File: src/rtl/ktms_mmio_init.sv
// ktms_mmio_init: accepts one MMIO request at a time, formats it onto the MMIO
// command bus for a single cycle and, for reads, waits for the responder's data
// before presenting it on a ready/valid response port.
// Optional feature macro: KTMS_MMIO_TIMEOUT_EN adds a read-timeout counter that
// returns all-ones data with o_rsp_err set when the responder stays silent.
module ktms_mmio_init #(
  parameter int mmiobus_width = 94,
  parameter int timeout_width = 16
) (
  input  logic                     clk,
  input  logic                     reset,
  input  logic                     i_req_v,
  output logic                     o_req_r,
  input  logic                     i_req_rnw,
  input  logic                     i_req_cfg,
  input  logic                     i_req_dw,
  input  logic [23:0]              i_req_addr,
  input  logic [63:0]              i_req_d,
  output logic [mmiobus_width-1:0] o_mmiobus,
  input  logic                     i_mmio_rd_v,
  input  logic [63:0]              i_mmio_rd_d,
  output logic                     o_rsp_v,
  input  logic                     i_rsp_r,
  output logic [63:0]              o_rsp_d,
  output logic                     o_rsp_err,
  input  logic [timeout_width-1:0] i_timeout,
  output logic                     o_busy,
  output logic                     o_stray
);

  typedef enum logic [1:0] {
    IDLE    = 2'd0,
    ISSUE   = 2'd1,
    WAIT_RD = 2'd2,
    RSP     = 2'd3
  } state_t;

  state_t r_state;
  state_t w_next;

  logic        r_rnw;
  logic        r_cfg;
  logic        r_dw;
  logic [23:0] r_addr;
  logic [63:0] r_data;
  logic [63:0] r_rsp_d;
  logic        r_stray;

  logic        w_accept;
  logic        w_timeout_hit;
  logic [63:0] w_data_field;
  logic        w_addr_par;
  logic        w_data_par;
  logic [93:0] w_cmd;

  assign w_accept = i_req_v && (r_state == IDLE);

`ifdef KTMS_MMIO_TIMEOUT_EN
  localparam logic [timeout_width-1:0] CntOne = timeout_width'(1);

  logic [timeout_width-1:0] r_cnt;
  logic                     r_rsp_err;

  assign w_timeout_hit = (r_cnt == '0);

  // Timeout counter: loaded as a read leaves ISSUE, counts down while waiting.
  always_ff @(posedge clk) begin
    if (reset) begin
      r_cnt <= '0;
    end else if (r_state == ISSUE && r_rnw) begin
      r_cnt <= i_timeout;
    end else if (r_state == WAIT_RD && !i_mmio_rd_v && r_cnt != '0) begin
      r_cnt <= r_cnt - CntOne;
    end
  end

  // Error flag records whether the held response came from a timeout.
  always_ff @(posedge clk) begin
    if (reset) begin
      r_rsp_err <= 1'b0;
    end else if (r_state == WAIT_RD) begin
      if (i_mmio_rd_v) begin
        r_rsp_err <= 1'b0;
      end else if (w_timeout_hit) begin
        r_rsp_err <= 1'b1;
      end
    end
  end

  assign o_rsp_err = r_rsp_err && !reset;
`else
  logic w_unused_timeout;

  assign w_unused_timeout = ^i_timeout;
  assign w_timeout_hit    = 1'b0;
  assign o_rsp_err        = 1'b0;
`endif

  // State register.
  always_ff @(posedge clk) begin
    if (reset) begin
      r_state <= IDLE;
    end else begin
      r_state <= w_next;
    end
  end

  // Next-state logic; read data always wins over a same-cycle timeout.
  always_comb begin
    w_next = r_state;
    case (r_state)
      IDLE:    if (i_req_v) w_next = ISSUE;
      ISSUE:   w_next = r_rnw ? WAIT_RD : IDLE;
      WAIT_RD: if (i_mmio_rd_v || w_timeout_hit) w_next = RSP;
      RSP:     if (i_rsp_r) w_next = IDLE;
      default: w_next = IDLE;
    endcase
  end

  // Capture every request field on acceptance so the inputs may change freely.
  always_ff @(posedge clk) begin
    if (reset) begin
      r_rnw  <= 1'b0;
      r_cfg  <= 1'b0;
      r_dw   <= 1'b0;
      r_addr <= '0;
      r_data <= '0;
    end else if (w_accept) begin
      r_rnw  <= i_req_rnw;
      r_cfg  <= i_req_cfg;
      r_dw   <= i_req_dw;
      r_addr <= i_req_addr;
      r_data <= i_req_d;
    end
  end

  // Response data: responder data, or all-ones when the wait timed out.
  always_ff @(posedge clk) begin
    if (reset) begin
      r_rsp_d <= '0;
    end else if (r_state == WAIT_RD) begin
      if (i_mmio_rd_v) begin
        r_rsp_d <= i_mmio_rd_d;
      end else if (w_timeout_hit) begin
        r_rsp_d <= '1;
      end
    end
  end

  // Sticky flag for read data that shows up when no read is outstanding.
  always_ff @(posedge clk) begin
    if (reset) begin
      r_stray <= 1'b0;
    end else if (i_mmio_rd_v && r_state != WAIT_RD) begin
      r_stray <= 1'b1;
    end
  end

  assign w_data_field = r_rnw ? 64'd0 : r_data;
  assign w_addr_par   = ~^r_addr;
  assign w_data_par   = ~^w_data_field;
  assign w_cmd        = {1'b1, r_cfg, r_rnw, r_dw, r_addr, w_addr_par,
                         w_data_field, w_data_par};

  assign o_mmiobus = (r_state == ISSUE && !reset) ? mmiobus_width'(w_cmd) : '0;
  assign o_req_r   = (r_state == IDLE) && !reset;
  assign o_busy    = (r_state != IDLE) && !reset;
  assign o_rsp_v   = (r_state == RSP) && !reset;
  assign o_rsp_d   = reset ? 64'd0 : r_rsp_d;
  assign o_stray   = r_stray && !reset;

endmodule
File: config.mk
export PLATFORM = sky130hd
export DESIGN_NAME = ktms_mmio_init
export DESIGN_NICKNAME = d
export VERILOG_FILES = /design/src/rtl/ktms_mmio_init.sv
export SDC_FILE = /design/constraint.sdc
export NUM_CORES = 1
export LEC_CHECK = 0
export ABC_AREA = 1
export BUFFER_PORTS_ARGS = -buffer_cell sky130_fd_sc_hd__buf_4
export CORE_MARGIN = 2
export CORE_UTILIZATION = 35
export DETAILED_ROUTE_END_ITERATION = 16
export SYNTH_ARGS = -nofsm -noshare
export SYNTH_HDL_FRONTEND = slang
export SYNTH_SLANG_ARGS = --single-unit
export TNS_END_PERCENT = 10
File: constraint.sdc
create_clock -name clk -period 1.5 [get_ports clk]
set_input_delay 0.15 -clock clk [delete_from_list [all_inputs] [get_ports clk]]
set_output_delay 0.15 -clock clk [all_outputs]
set_load 0.02 [all_outputs]
==> results of run 1 <==
final cells by class:
| type | instances | share of cell area, % |
|---|---|---|
| clock buffer | 18 | 3.03 |
| clock inverter | 14 | 1.42 |
| inverter | 162 | 4.46 |
| multi-input combinational | 883 | 32.1 |
| sequential | 158 | 22.4 |
| tap | 285 | 2.52 |
| timing repair buffer | 528 | 33.9 |
| timing repair inverter | 2 | 0.0885 |
kinds of logic after synthesis:
| logic type | Yosys count | share of synthesized area (%) |
|---|---|---|
| buffers and inverters | 244 | 11.8 |
| DFF | 158 | 39.2 |
| xor gates and xnor gates | 22 | 2.39 |
| and+or+nand+nor | 554 | 27.6 |
| other | 1 | 0.0465 |
| AOI/OAI and AO/OA | 306 | 19.0 |
synth_stat cells (all sizes together), types with 5 or more instances:
master | n | area share [%]
xnor2 | 17 | 1.8
clkbuf | 64 | 3.0
inv | 162 | 7.5
nand3 | 44 | 2.7
nand2 | 242 | 11
buf | 18 | 1.2
nor3 | 36 | 2.2
nand3b | 12 | 1.1
o21ai | 170 | 11
a21oi | 135 | 8.4
dfxtp | 158 | 39
nor2 | 219 | 10
xor2 | 5 | 0.54
stage by stage:
| step | hold slack [ns] | utilization, % |
|---|---|---|
| CTS | 0.000000194 | 59.9 |
| detailed placement | 0.382 | 51.7 |
| global placement | 0.374 | 51.7 |
| global route | 0.00515 | 62.5 |
| floorplan | 0.285 | - |
| finish | 0.00652 | 62.5 |
what timing repair did:
action                                  CTS  global route
endpoints found under the setup margin   95           100
hold buffers                             81             1
cloned                                    7             5
pin swaps                                15            24
hold endpoints to repair                 81             1
resized for setup                        64           135
buffers inserted                          3             6
layer usage:
metal / vias up / track usage (%)
met1: 4431 / 26.5
met4: 0 / 7.60
met5: - / 0
li1: 4995 / -
met3: 41 / 5.86
met2: 280 / 39.5
critical path, delay by kind of cell (launching register included):
kind          cells  cell delay [ns]
buf+inv           5             0.52
flops             1             0.44
simple gates     13             0.92
power by group:
part,switching (mW),internal [mW]
Combinational,2.53,2.14
Clock,2.01,2.70
Sequential,0.247,4.53
registers in the layout, summed over array words and instances, names as in the netlist, named ones only:
signal	cells
r_addr	24
r_data	64
r_dw	1
r_stray	1
r_state	1
r_rsp_d	64
r_cfg	1
r_rnw	1
worst min-delay path by stage:
stage                    start     endpoint  slack, ns  depth (start not counted)
3_3_place_gp       i_req_d[24]   r_data[24]       0.37                          3
4_1_cts        i_mmio_rd_d[34]  r_rsp_d[34]  0.0000002                          3
5_1_grt         i_mmio_rd_d[6]   r_rsp_d[6]      0.005                          3
2_1_floorplan      i_req_d[29]   r_data[29]       0.28                          2
6_report        i_mmio_rd_d[2]   r_rsp_d[2]      0.007                          3
3_5_place_dp       i_req_d[11]   r_data[11]       0.38                          3
==> results.md, run 1 <==
- Status: finished, violations left
- Failing checks: negative setup slack
- Total CTS buffers: 17
- Fillers: 2,005
- Post-synth cell types: 21
- Total gr overflow: 0
- Mapped Area: 8070 um2
- M1 WL: 11,900 um
- Most common cell after layout, fill and taps aside: buf_4
- Worst VDD drop: 0.636 mV
- PwrDens: 1000 nW/um2
- Post-route ant nets: 0
- Crit end category: output pin
- CP Capture Point: o_mmiobus[0]
- Clock-pin slew reported for the worst setup and hold paths after clock tree synthesis: 0.07 ns
- Most frequent cells in the layout: buf_4 (361), nand2_1 (215), nor2_1 (166)
- Post-synthesis cell count: 1,285
- Clock Sinks: 158
- Drt via density: 4.75
- CTS tree: yes
- Placer Congestion: 0.781
- IO Count: 339
- First-pass GRT wire length: 44,000 um
- Share of cells above drive strength 1: 34.4%
- Synth Area per Inst: 6.28 um2
- Multi-input logic area: 4540 um2
- CP max FO: 11
- DR WL met3: 1780 um
- CP Launch Point: r_rnw
- Drt wl/cell: 13.8 um
- Detail Placement HPWL: 19,100 um
- Tmin final: 2.46 ns
- Placed cells: 1,916
- DIE AREA: 24,300 um2
- Drt pass-1 iters: 5
- Routed met2 length: 14,000 um
- Crit-path slowest cell: dfxtp_4
- Final worst slack: -0.963 ns
- Critical Path Most Common Cell: nand2_1
- Final Instance Area: 14,100 um2
- Area growth syn-to-layout: 75.2%
- Die width: 156 um
- Post-Place Cell Area: 11,700 um2
- Cell Chain, Critical Path: clkinv_8 -> buf_12 -> nand3_1 -> nand2_2 -> inv_1 -> nand2_1 -> nand2_2 -> nand2_1 -> nand2_1 -> inv_1 -> nand2_1 -> nand2_1 -> nand2_1 -> nand2_2 -> nand2_2 -> nand2_2 -> nor2_4 -> buf_6
- Total Power: 14.2 mW
- WL final: 28,300 um
- Synth Warn #: 0
- Clk_lat worst skew: 0.43 ns
- Post-synth ARST share: 0%
- Setup total negative slack: -41.63 ns
- FF+latch count, synth: 158
- Core area: 22,600 um2
- Post-Syn Nets: 1,461
- Routed via count: 9,747
- Final net count: 1,928
- Total GRT Usage: 22.4%
- RSZ-0062 raised after global routing: yes
- Clock Root Buffer: clkbuf_16
- Crit path DAT: 2.31 ns
- Die H: 156 um
- Synth Flop Type: dfxtp_1
- Critical path class: reg -> out
- I/O Buffers: 321
- Pleak: 6.42 nW
- MaxCap Viol Count: 0
- Drc violations: 0
- Cells on worst reg2reg path: 7
- Top Metal Used: met4
- FP Rows: 55
- Post-Layout Cell Count: 2,050
- Sequential area share after synthesis: 39.2%
- Period utilisation layout: 164%
- Number of synthesized flops with an enable pin: 0
- Initial core utilization: 35.6%
- Dpl ws: -0.553 ns
- ANT cells: 0
- Worst R2R End: r_rnw
- H-Tree Level Count: 4
- FF/Latch Area: 3170 um2
- Initial antenna violation count: 0
- Final setup fails: 94
- Max Freq: 406 MHz
- Max stage delay on crit path: 0.44 ns
- CP Launch Type: flip-flop
- WP data required: 1.35 ns
- Final slew viol count: 0
- Largest net degree at the start of global routing: 80
- Final Hold Viols: 0
- CTS max path bufs: 2
- Worst Hold Class: in -> reg
- DRT iter0 DRCs: 376
- R2R Setup Slk: 0.12 ns
- Final Skew: 0.00852 ns
- Number of global-route vias before repair: 9,180
Power figures use the tool's default switching activity.
==> inputs of run 2 (changes only) <==
--- a/config.mk
+++ b/config.mk
@@ -10,6 +10,7 @@
 export CORE_MARGIN = 2
 export CORE_UTILIZATION = 35
 export DETAILED_ROUTE_END_ITERATION = 16
+export SKIP_CTS_REPAIR_TIMING = 1
 export SYNTH_ARGS = -nofsm -noshare
 export SYNTH_HDL_FRONTEND = slang
 export SYNTH_SLANG_ARGS = --single-unit
==> results.md, run 2 (synthesis gave the netlist of run 1 again) <==
- Status: finished, violations left (unchanged)
- Failing checks: negative hold slack, negative setup slack (was negative setup slack)
- Die width: 156 um (unchanged)
- Drt pass-1 iters: 5 (unchanged)
- Final setup fails: 95 (was 94)
- Final worst slack: -0.964 ns (was -0.963 ns)
- Most frequent cells in the layout: buf_4 (395), nand2_1 (209), nor2_1 (189) (was buf_4 (361), nand2_1 (215), nor2_1 (166))
- I/O Buffers: 321 (unchanged)
- Post-route ant nets: 0 (unchanged)
- Detail Placement HPWL: 19,100 um (unchanged)
- Period utilisation layout: 164% (about the same)
- Routed via count: 9,409 (was 9,747)
- DIE AREA: 24,300 um2 (unchanged)
- Met2 Track Usage GR: 36.3% (was 39.5%)
- Post-Layout Cell Count: 1,992 (was 2,050)
- FP Rows: 55 (unchanged)
- Met3 global-route usage: 6.75% (was 5.86%)
- Clock Sinks: 158 (unchanged)
- Placed cells: 1,916 (unchanged)
- Final net count: 1,869 (was 1,928)
- WL final: 27,100 um (was 28,300 um)
- RSZ-0062 raised after global routing: yes (unchanged)
- Tmin final: 2.46 ns (about the same)
- CTS max path bufs: 2 (unchanged)
- Worst VDD drop: 0.643 mV (was 0.636 mV)
- First-pass GRT wire length: 41,200 um (was 44,000 um)
- Max stage delay on crit path: 0.42 ns (was 0.44 ns)
- Crit-path slowest cell: dfxtp_4 (unchanged)
- H-Tree Level Count: 4 (unchanged)
- DRT iter0 DRCs: 447 (was 376)
- Cell Chain, Critical Path: clkinv_8 -> buf_8 -> buf_12 -> nand2_2 -> o21ai_0 -> nand2_1 -> nand2_1 -> nand2_1 -> nand2_1 -> nand2_2 -> nand2_1 -> nand2_1 -> nand2_1 -> nand2_2 -> nand2_2 -> nand2_2 -> nor2_4 -> buf_6 (was clkinv_8 -> buf_12 -> nand3_1 -> nand2_2 -> inv_1 -> nand2_1 -> nand2_2 -> nand2_1 -> nand2_1 -> inv_1 -> nand2_1 -> nand2_1 -> nand2_1 -> nand2_2 -> nand2_2 -> nand2_2 -> nor2_4 -> buf_6)
- Clk_lat worst skew: 0.43 ns (about the same)
- Die H: 156 um (unchanged)
- Final Hold Viols: 11 (was 0)
- Max Freq: 406 MHz (about the same)
- Final Skew: 0.00936 ns (was 0.00852 ns)
- Biggest regs: r_data: 64 flops, r_rsp_d: 64 flops, r_addr: 24 flops (unchanged)
- MaxCap Viol Count: 0 (unchanged)
- PwrDens: 1050 nW/um2 (was 1000 nW/um2)
- Clock Root Buffer: clkbuf_16 (unchanged)
- CP top delay family: simple AND/OR/NAND/NOR gates (unchanged)
- CP max FO: 14 (was 11)
- R2R Setup Slk: 0.11 ns (was 0.12 ns)
- Largest net degree at the start of global routing: 80 (unchanged)
- Critical Path Most Common Cell: nand2_1 (unchanged)
- Hold Slack: -0.00941 ns (was 0.00652 ns)
- WP data required: 1.35 ns (about the same)
- Pleak: 6.09 nW (was 6.42 nW)
- Area growth syn-to-layout: 63.8% (was 75.2%)
- Final slew viol count: 0 (unchanged)
- Share of cells above drive strength 1: 33.9% (was 34.4%)
- Core area: 22,600 um2 (unchanged)
- Setup total negative slack: -26.53 ns (was -41.63 ns)
- Clock-pin slew reported for the worst setup and hold paths after clock tree synthesis: 0.07 ns (about the same)
- Drt wl/cell: 13.6 um (was 13.8 um)
- Total GRT Usage: 21.0% (was 22.4%)
- Total gr overflow: 0 (unchanged)
- Drt via density: 4.72 (was 4.75)
- Met1 Use GR: 24.9% (was 26.5%)
- Drc violations: 0 (unchanged)
- Number of global-route vias before repair: 8,561 (was 9,180)
- Critical path class: reg -> out (unchanged)
- Crit path DAT: 2.31 ns (about the same)
- Crit end category: output pin (unchanged)
- Placer Congestion: 0.781 (unchanged)
- Initial antenna violation count: 1 (was 0)
- Most common cell after layout, fill and taps aside: buf_4 (unchanged)
- GRT Max-Usage Layer: met2 (unchanged)
- Initial core utilization: 35.6% (unchanged)
- CTS tree: yes (unchanged)
- Total CTS buffers: 17 (unchanged)
- CP Launch Type: flip-flop (unchanged)
- IO Count: 339 (unchanged)
- Buf+Inv Stages, Crit Path: 4 (was 5)
- Worst Hold Class: in -> reg (unchanged)
[run 2: cell types whose count changed in the layout (fill, tap and decap cells not counted), moves of 5 or more]
| cell | delta |
|---|---|
| buf_6 | -40 |
| buf_4 | +34 |
| dlygate4sd3_1 | -49 |
| buf_16 | -5 |
| nor2_2 | -11 |
| nand2_1 | -6 |
| nor2_4 | -12 |
| nand2_2 | +8 |
| nor2_1 | +23 |
[run 2: worst min-delay path: cells and delay by family]
kind | cells | cell delay (ns)
AO/OA/AOI/OAI | 2 | 0.17
buffers and inverters | 1 | 0.08
[run 2: where the power goes]
group          switching [mW]  total (mW)  internal [mW]
Clock                    2.03        4.72           2.70
Sequential              0.242        4.77           4.53
Combinational            2.43        4.40           1.97
[run 2: cell type report]
class / instances / area, um2
tap: 285 / 357
inverter: 162 / 628
sequential: 158 / 3170
antenna: 1 / 2.50
timing repair inverter: 1 / 8.76
clock inverter: 14 / 201
multi-input combinational: 883 / 4410
timing repair buffer: 470 / 4010
fill: 2152 / 9420
clock buffer: 18 / 429
[run 2: metal layers]
metal | vias up | part of all wire [%]
li1 | 4877 | -
met4 | 0 | 1.8
met1 | 4231 | 42
met3 | 36 | 7.8
met2 | 265 | 48
met5 | - | 0
[run 2: path summary, 6_finish.rpt]
path | from | end | cells after the start
setup reg to reg | flip-flop | r_data[38] | 7
setup / recovery | r_rnw | o_mmiobus[0] | 18
hold / removal | i_mmio_rd_d[42] | r_rsp_d[42] | 3
hold reg to reg | r_rsp_d[1] | r_rsp_d[1] | 2
[run 2: through the flow]
| step | total power [mW] | cell area, um2 | util (%) | setup WS (ns) | hold WS [ns] |
|---|---|---|---|---|---|
| final | 13.9 | 13200 | 58.4 | -0.964 | -0.00941 |
| after floorplan | 7.27 | 8330 | - | -0.199 | 0.285 |
| after detailed placement | 8.78 | 11700 | 51.7 | -0.553 | 0.382 |
| after global routing | 14.7 | 13200 | 58.4 | -1.15 | 0.000284 |
| after global placement | 8.72 | 11700 | 51.7 | -0.487 | 0.374 |
| after CTS | 13.5 | 12300 | 54.5 | -1.02 | -0.0724 |
